`config.mk`:
```
export PLATFORM = sky130hd
export DESIGN_NAME = tempo_beat_gen_flat
export DESIGN_NICKNAME = d
export VERILOG_FILES = /design/src/rtl/tempo_pkg.sv /design/src/rtl/tempo_beat_gen_if.sv /design/src/rtl/beat_counter.sv /design/src/rtl/tempo_beat_gen.sv /design/src/flat_wrapper.sv
export SDC_FILE = /design/constraint.sdc
export NUM_CORES = 1
export LEC_CHECK = 0
export CAP_MARGIN = 30
export CELL_PAD_IN_SITES_DETAIL_PLACEMENT = 0
export CELL_PAD_IN_SITES_GLOBAL_PLACEMENT = 1
export CORE_MARGIN = 3
export CORE_UTILIZATION = 49
export CTS_BUF_LIST = sky130_fd_sc_hd__clkbuf_4
export CTS_CLUSTER_SIZE = 16
export DETAILED_ROUTE_END_ITERATION = 7
export PLACE_DENSITY = 0.87
export SLEW_MARGIN = 20
export SYNTH_ARGS = -nofsm -noshare
export SYNTH_HDL_FRONTEND = slang
export SYNTH_SLANG_ARGS = --single-unit
```
`constraint.sdc`:
```
create_clock -name clock -period 6.5 [get_ports clock]
set_clock_uncertainty 0.05 [all_clocks]
set_input_delay 1.625 -clock clock [delete_from_list [all_inputs] [get_ports clock]]
set_output_delay 1.625 -clock clock [all_outputs]
set_load 0.03 [all_outputs]
```
`src/rtl/tempo_pkg.sv`:
```
// Shared tempo encoding for the beat generator: signed rate codes and the
// helper that turns a rate into a beat period.
package tempo_pkg;

    typedef logic signed [2:0] rate_t;

    localparam rate_t RATE_X4_SLOW = 3'sd2;
    localparam rate_t RATE_X2_SLOW = 3'sd1;
    localparam rate_t RATE_NORM    = 3'sd0;
    localparam rate_t RATE_X2_FAST = -3'sd1;
    localparam rate_t RATE_X4_FAST = -3'sd2;

    // Positive rates slow the tempo (longer period), negative rates speed it up.
    // Right shifts truncate, so odd bases lose the remainder.
    function automatic int unsigned period_cycles(input int unsigned base, input rate_t r);
        case (r)
            RATE_X4_SLOW: return base << 2;
            RATE_X2_SLOW: return base << 1;
            RATE_X2_FAST: return base >> 1;
            RATE_X4_FAST: return base >> 2;
            default:      return base;
        endcase
    endfunction

endpackage

```
`src/rtl/tempo_beat_gen_if.sv`:
```
// Signal bundle between master_fsm/sequencer and tempo_beat_gen.
interface tempo_beat_gen_if;

    // All signals are levels sampled on the rising clock; there is no
    // valid/ready handshake. beat and rate_err are single-cycle strobes.
    logic              enable;
    logic              shift_left_1;
    logic              shift_left_2;
    logic              shift_right_1;
    logic              shift_right_2;
    logic              beat;
    tempo_pkg::rate_t  rate;
    logic              rate_err;

    modport master (
        output enable,
        output shift_left_1,
        output shift_left_2,
        output shift_right_1,
        output shift_right_2,
        input  beat,
        input  rate,
        input  rate_err
    );

    modport slave (
        input  enable,
        input  shift_left_1,
        input  shift_left_2,
        input  shift_right_1,
        input  shift_right_2,
        output beat,
        output rate,
        output rate_err
    );

endinterface

```
`src/rtl/beat_counter.sv`:
```
// Beat counter: counts enabled cycles against the period selected by rate and
// emits a one-cycle beat on each wrap; restart_i clears the count silently.
module beat_counter
    import tempo_pkg::*;
#(
    parameter int BASE_PERIOD = 1000,
    parameter int CNT_W       = 14
) (
    input  logic  clock,
    input  logic  reset,
    input  logic  enable_i,
    input  logic  restart_i,
    input  rate_t rate_i,
    output logic  beat_o
);

    logic [CNT_W-1:0] cnt_q;
    logic [CNT_W-1:0] cnt_d;
    logic [CNT_W-1:0] period;
    logic [CNT_W-1:0] last_cnt;
    logic             beat_q;
    logic             beat_d;

    assign period   = CNT_W'(period_cycles(BASE_PERIOD, rate_i));
    assign last_cnt = period - CNT_W'(1);

    // ">=" rather than "==" so a count stranded above a freshly shrunk period
    // wraps at once instead of running all the way round the counter.
    always_comb begin
        cnt_d  = cnt_q;
        beat_d = 1'b0;
        if (restart_i) begin
            cnt_d = '0;
        end else if (enable_i) begin
            if (cnt_q >= last_cnt) begin
                cnt_d  = '0;
                beat_d = 1'b1;
            end else begin
                cnt_d = cnt_q + CNT_W'(1);
            end
        end
    end

    always_ff @(posedge clock or posedge reset) begin
        if (reset) begin
            cnt_q  <= '0;
            beat_q <= 1'b0;
        end else begin
            cnt_q  <= cnt_d;
            beat_q <= beat_d;
        end
    end

    assign beat_o = beat_q;

endmodule

```
`src/rtl/tempo_beat_gen.sv`:
```
// Tempo beat generator: decodes master_fsm shift levels into a signed rate and
// drives beat_counter. Optional macro TEMPO_SYNC_RESTART_EN restarts the count on rate change.
module tempo_beat_gen
    import tempo_pkg::*;
#(
    parameter int BASE_PERIOD = 1000,
    parameter int CNT_W       = 14
) (
    input  logic             clock,
    input  logic             reset,
    tempo_beat_gen_if.slave  bus
);

    logic [3:0] shift_vec;
    rate_t      rate_q;
    rate_t      rate_d;
    logic       rate_err_q;
    logic       rate_err_d;
    logic       restart;
    logic       beat;

    assign shift_vec = {bus.shift_left_2, bus.shift_left_1,
                        bus.shift_right_1, bus.shift_right_2};

    // Any multi-hot pattern is rejected outright: rate keeps its old value.
    always_comb begin
        rate_d     = rate_q;
        rate_err_d = 1'b0;
        case (shift_vec)
            4'b0000: rate_d = RATE_NORM;
            4'b1000: rate_d = RATE_X4_SLOW;
            4'b0100: rate_d = RATE_X2_SLOW;
            4'b0010: rate_d = RATE_X2_FAST;
            4'b0001: rate_d = RATE_X4_FAST;
            default: rate_err_d = 1'b1;
        endcase
    end

    always_ff @(posedge clock or posedge reset) begin
        if (reset) begin
            rate_q     <= RATE_NORM;
            rate_err_q <= 1'b0;
        end else begin
            rate_q     <= rate_d;
            rate_err_q <= rate_err_d;
        end
    end

`ifdef TEMPO_SYNC_RESTART_EN
    rate_t rate_prev_q;

    always_ff @(posedge clock or posedge reset) begin
        if (reset) begin
            rate_prev_q <= RATE_NORM;
        end else begin
            rate_prev_q <= rate_q;
        end
    end

    // High for exactly the cycle after rate_q takes a new value.
    assign restart = (rate_q != rate_prev_q);
`else
    assign restart = 1'b0;
`endif

    beat_counter #(
        .BASE_PERIOD (BASE_PERIOD),
        .CNT_W       (CNT_W)
    ) u_beat_counter (
        .clock     (clock),
        .reset     (reset),
        .enable_i  (bus.enable),
        .restart_i (restart),
        .rate_i    (rate_q),
        .beat_o    (beat)
    );

    assign bus.beat     = beat;
    assign bus.rate     = rate_q;
    assign bus.rate_err = rate_err_q;

endmodule
```
`src/flat_wrapper.sv`:
```
// flat-port wrapper written by rule: the top's interface ports become plain ports
module tempo_beat_gen_flat import tempo_pkg::*;
#(
    parameter int BASE_PERIOD = 1000,
    parameter int CNT_W       = 14
)
  (clock, reset, bus_enable, bus_shift_left_1, bus_shift_left_2, bus_shift_right_1, bus_shift_right_2, bus_beat, bus_rate, bus_rate_err);
  tempo_beat_gen_if bus_i ();
  input  logic clock;
  input  logic reset;
  input wire logic [$bits(bus_i.enable)-1:0] bus_enable;
  input wire logic [$bits(bus_i.shift_left_1)-1:0] bus_shift_left_1;
  input wire logic [$bits(bus_i.shift_left_2)-1:0] bus_shift_left_2;
  input wire logic [$bits(bus_i.shift_right_1)-1:0] bus_shift_right_1;
  input wire logic [$bits(bus_i.shift_right_2)-1:0] bus_shift_right_2;
  output wire logic [$bits(bus_i.beat)-1:0] bus_beat;
  output wire logic [$bits(bus_i.rate)-1:0] bus_rate;
  output wire logic [$bits(bus_i.rate_err)-1:0] bus_rate_err;
  assign bus_i.enable = bus_enable;
  assign bus_i.shift_left_1 = bus_shift_left_1;
  assign bus_i.shift_left_2 = bus_shift_left_2;
  assign bus_i.shift_right_1 = bus_shift_right_1;
  assign bus_i.shift_right_2 = bus_shift_right_2;
  assign bus_beat = bus_i.beat;
  assign bus_rate = bus_i.rate;
  assign bus_rate_err = bus_i.rate_err;
  tempo_beat_gen #(.BASE_PERIOD(BASE_PERIOD), .CNT_W(CNT_W)) u_core (.clock(clock), .reset(reset), .bus(bus_i));
endmodule
```
# [After elaboration in Yosys (flattened, before gate mapping)]
# Index checks and enable logic that the tools add are counted.
[op_classes] n_reduce_logical=3 eq_ne=8 n_addsub=2 muxes=6 order_cmp=1
[op_table] operator="one-hot mux 12 bit (4 select lines)" count=1
[op_table] operator="one-hot mux 3 bit (5 select lines)" count=1
[op_table] operator="adder 14 x 1 -> 14 bit (second input constant)" count=1
[op_table] operator=">= comparator 14 bit" count=1
[op_table] operator="2-to-1 mux 14 bit" count=1
[op_table] operator="subtractor 12 x 1 -> 13 bit (second input constant)" count=1
[op_table] operator="== test 3 bit (second input constant)" count=2
[op_table] operator="nonzero test 5 bit" count=1
[op_table] operator="OR reduction 5 bit" count=1
[op_table] operator="== test 4 x 1 -> 1 bit (second input constant)" count=1
[op_table] operator="== test 4 x 2 -> 1 bit (second input constant)" count=1
[op_table] operator="== test 4 x 3 -> 1 bit (second input constant)" count=1
[op_table] operator="== test 4 bit (second input constant)" count=1
[op_table] operator="zero test 4 bit" count=1
[op_table] operator="== test 3 x 1 -> 1 bit (second input constant)" count=1
[op_table] operator="== test 3 x 2 -> 1 bit (second input constant)" count=1
[op_table] operator="2-to-1 mux 1 bit" count=3
[totals] inputBits=7 out_inout_bits=5 elab_cells=24 register_bits=19

# [Logic depth before layout (Yosys ltp)]
[logic_depth] ltp_word=6 depth_mapped=10 ltp_nobuf=9

# [Modules after synthesis]
# From an unflattened synthesis, not the netlist that was laid out.
[unflattened] cells_unflattened=152 area_unflattened_um2=1335.0
[by_module_without_submodules] module="beat_counter" cells_each=131 area_each_um2=1136.1 instances=1 seq_area_each_um2=375.4
[by_module_without_submodules] module="tempo_beat_gen" cells_each=21 area_each_um2=198.9 instances=1 seq_area_each_um2=100.1

# [Worst setup path after synthesis]
# No wires, ideal clock.
[synth_timing] path_type="input to register" start="in bus_enable" end="reg u_core.u_beat_counter.cnt_q[11]" cell_stages=5 path_slack_ns=4.021 setup_time_ns=0.123 path_buffers=0 t_arrival_ns=2.306 t_required_ns=6.327 cell_sequence="and4_1 nand4_1 nor2_1 xnor2_1 nor2_1"
[synth_rtl] element="from (decl)" line="flat_wrapper.sv:11" rtl="input wire logic [$bits(bus_i.enable)-1:0] bus_enable;"
[synth_rtl] element="to (signal assigned)" line="beat_counter.sv:49" rtl="cnt_q <= cnt_d;"
[synth_rtl] element="to (decl)" line="beat_counter.sv:17" rtl="logic [CNT_W-1:0] cnt_q;"

# [Worst setup path after layout]
[layout_timing] start="reg u_core.rate_q[0] (netlist: u_core.bus.rate[0])" end="out bus_rate[0]"
[layout_rtl] element="from (decl)" line="tempo_beat_gen.sv:15" rtl="rate_t rate_q;"
[layout_rtl] element="from (signal assigned)" line="tempo_beat_gen.sv:44" rtl="rate_q <= rate_d;"
[layout_rtl] element="to (decl)" line="flat_wrapper.sv:17" rtl="output wire logic [$bits(bus_i.rate)-1:0] bus_rate;"
# No word-level cell between the ends.

==> run summary <==
Nets - 161
Fmax - 316 MHz
GPL Wtd Cong - 0.855
CTS tree - built
CP delay by family, top - buffers and inverters
Syn Nets - 146
Clk_lat worst skew - 300 ps
Final wirelength - 2530 um
MaxCap Viol Count - 0
Total grt overflow - 0
Worst Hold Class - reg -> reg
Worst Path Required - 4830 ps
PortBufs - 11
Leading cell type in the layout, fill and taps excluded - dfrtp_1
Count of final setup violators - 0
WP buf/inv - 1
Crit end category - output pin
Mapped Cells - 127
Initial antenna violation count - 0
Arr. time, crit path - 1490 ps
Pwr/cell area - 257 nW/um2
Worst-margin pin slew - 805 ps
Slowest CP cell - clkdlybuf4s50_1
ANT nets after route - 0
Syn Area/Cell - 9.83 um2
Final instance area - 1410 um2
Area grow syn2layout - 12.9%
CP max stage delay - 710 ps
Critical-path maximum fanout - 6
Yosys reg bits - 19
PostCTS Resize Cnt - 0
H-tree depth - 1
Hold-fix buffers, CTS - 0
Post-DP HPWL - 1940 um
RSZ-0062 raised after global routing - no
Crit path kind - reg -> out
GRT Total Usage - 17.6%
DR vias/cell - 5.65
Clock Path Buffers - 2
Layout fillers - 196
Slew Limit Fails - 0
CTS Buf Count - 3
Die area - 3190 um2
Register area - 475 um2
Die Wd - 56.5 um
Largest net degree at the start of global routing - 20
Yosys warnings - 0
Clock-pin slew on the worst setup and hold paths - 110 ps
Setup total negative slack - 0 ps
Crit path time final - 3160 ps
Status - completed
Final Cycle Share - 48.6%
Max_slew headroom - 46.0%
Core Area - 2320 um2
First-pass GRT wire length - 4530 um
Post-placement cell area - 1380 um2
Area of the multi-input gates - 736 um2
Row count - 17
Final Hold Fails - 0
Peak VDD IR - 0.191 mV
DR iter-0 viols - 26
Boundary Pins - 12
Post-DR wirelength/cell - 15.0 um
Layout cells sized above 1 - 14.2%
Synthesized area - 1250 um2
Sequential fraction of the synthesis area - 38.1%
Die height - 56.5 um
DRC Markers - 0
Worst path cell trace - clkdlybuf4s50_1
Leakage - 0.656 nW
Commonest cells after routing, fill and taps aside - 19 x dfrtp_1, 12 x ha_1, 11 x clkdlybuf4s50_1, 10 x nor2_1, 10 x a21oi_1
Crit path launch type - flop
Via count - 955
Netlist cell types - 32
Vias in the first global route - 1,011
Drt first pass iters - 4
Initial Utilization - 53.9%
# clock sinks - 19
Setup repair bufs after CTS - 0
Clock root buffer - clkbuf_4
ANT cells - 0
==> layout make-up <==
| class | instances | share of cell area, % |
|---|---|---|
| clock buffers | 3 | 1.60 |
| clock inverters | 1 | 0.355 |
| inverters | 7 | 1.86 |
| multi-input cells | 100 | 52.2 |
| flip-flops and latches | 19 | 33.7 |
| well taps | 28 | 2.48 |
| repair buffers | 11 | 7.81 |
==> through the flow <==
| stage | setup slack [ps] | hold slack [ps] | power [mW] | instances | util [%] |
|---|---|---|---|---|---|
| floorplan | 4020 | 478 | 0.261 | 127 | - |
| global placement | 3260 | 522 | 0.294 | 165 | 59.6 |
| detailed placement | 3200 | 524 | 0.303 | 165 | 59.6 |
| CTS | 3310 | 548 | 0.364 | 169 | 60.8 |
| global route | 3240 | 570 | 0.389 | 169 | 60.8 |
| finish | 3340 | 546 | 0.363 | 169 | 60.8 |
==> logic make-up (layout without fill, tap and decap cells) <==
family,Yosys count,count (layout),synth area share (%)
buffers and inverters,8,22,3.01
other,1,1,0.300
flip-flops,19,19,38.1
AND/OR/NAND/NOR,50,50,23.9
XOR/XNOR,12,12,8.42
AO/OA/AOI/OAI,25,25,14.2
adder cells (fa/ha/maj),12,12,12.0
==> routing by layer <==
metal / wire, um / track usage, %
met5: 0 / 0
met4: 27 / 5.08
met3: 41 / 1.84
met2: 1220 / 30.5
met1: 1240 / 22.8
==> registers in the layout (all words and copies together) (netlist names) <==
register / cells
u_core.bus.rate: 3
u_core.bus.rate_err: 1
u_core.u_beat_counter.cnt_q: 14
u_core.u_beat_counter.beat_o: 1
==> Yosys cell counts (all sizes together) <==
cell type,instances,area (um2)
nor2,19,98.9
dfrtp,19,475
a2111oi,1,27.5
a21boi,1,11.3
xnor2,6,52.6
o211ai,1,7.51
a21oi,11,58.8
o21ai,6,33.8
and4,3,27.5
a211oi,2,15.0
nor4,1,21.3
nand2,9,33.8
and2,1,6.26
xor2,6,52.6
o221ai,1,8.76
nor2b,2,12.5
ha,12,150
inv,7,26.3
o22ai,1,6.26
nand3,2,10.0
nand4,6,43.8
o31a,1,8.76
buf,1,11.3
conb,1,3.75
nor3b,1,7.51
and3,6,37.5
==> final timing paths <==
path	from	depth (start not counted)	to	slack (ps)
max	u_core.bus.rate[0]	1	bus_rate[0]	3340
min	u_core.u_beat_counter.cnt_q[1]	2	u_core.u_beat_counter.cnt_q[1]	550
max reg2reg	u_core.bus.rate[0]	8	u_core.u_beat_counter.cnt_q[12]	3520
min reg2reg	u_core.u_beat_counter.cnt_q[1]	2	u_core.u_beat_counter.cnt_q[1]	550
max in group asynchronous	reset	2	u_core.u_beat_counter.cnt_q[2]	4250
min in group asynchronous	reset	2	u_core.u_beat_counter.cnt_q[5]	1680
==> where the power goes <==
part           switching (mW)  total, mW  internal, mW
clock network          0.0394     0.0623        0.0229
registers              0.0290      0.169         0.140
logic                  0.0739      0.132        0.0579
total                   0.142      0.363         0.220
No activity file was read; power rests on OpenSTA's default activity.
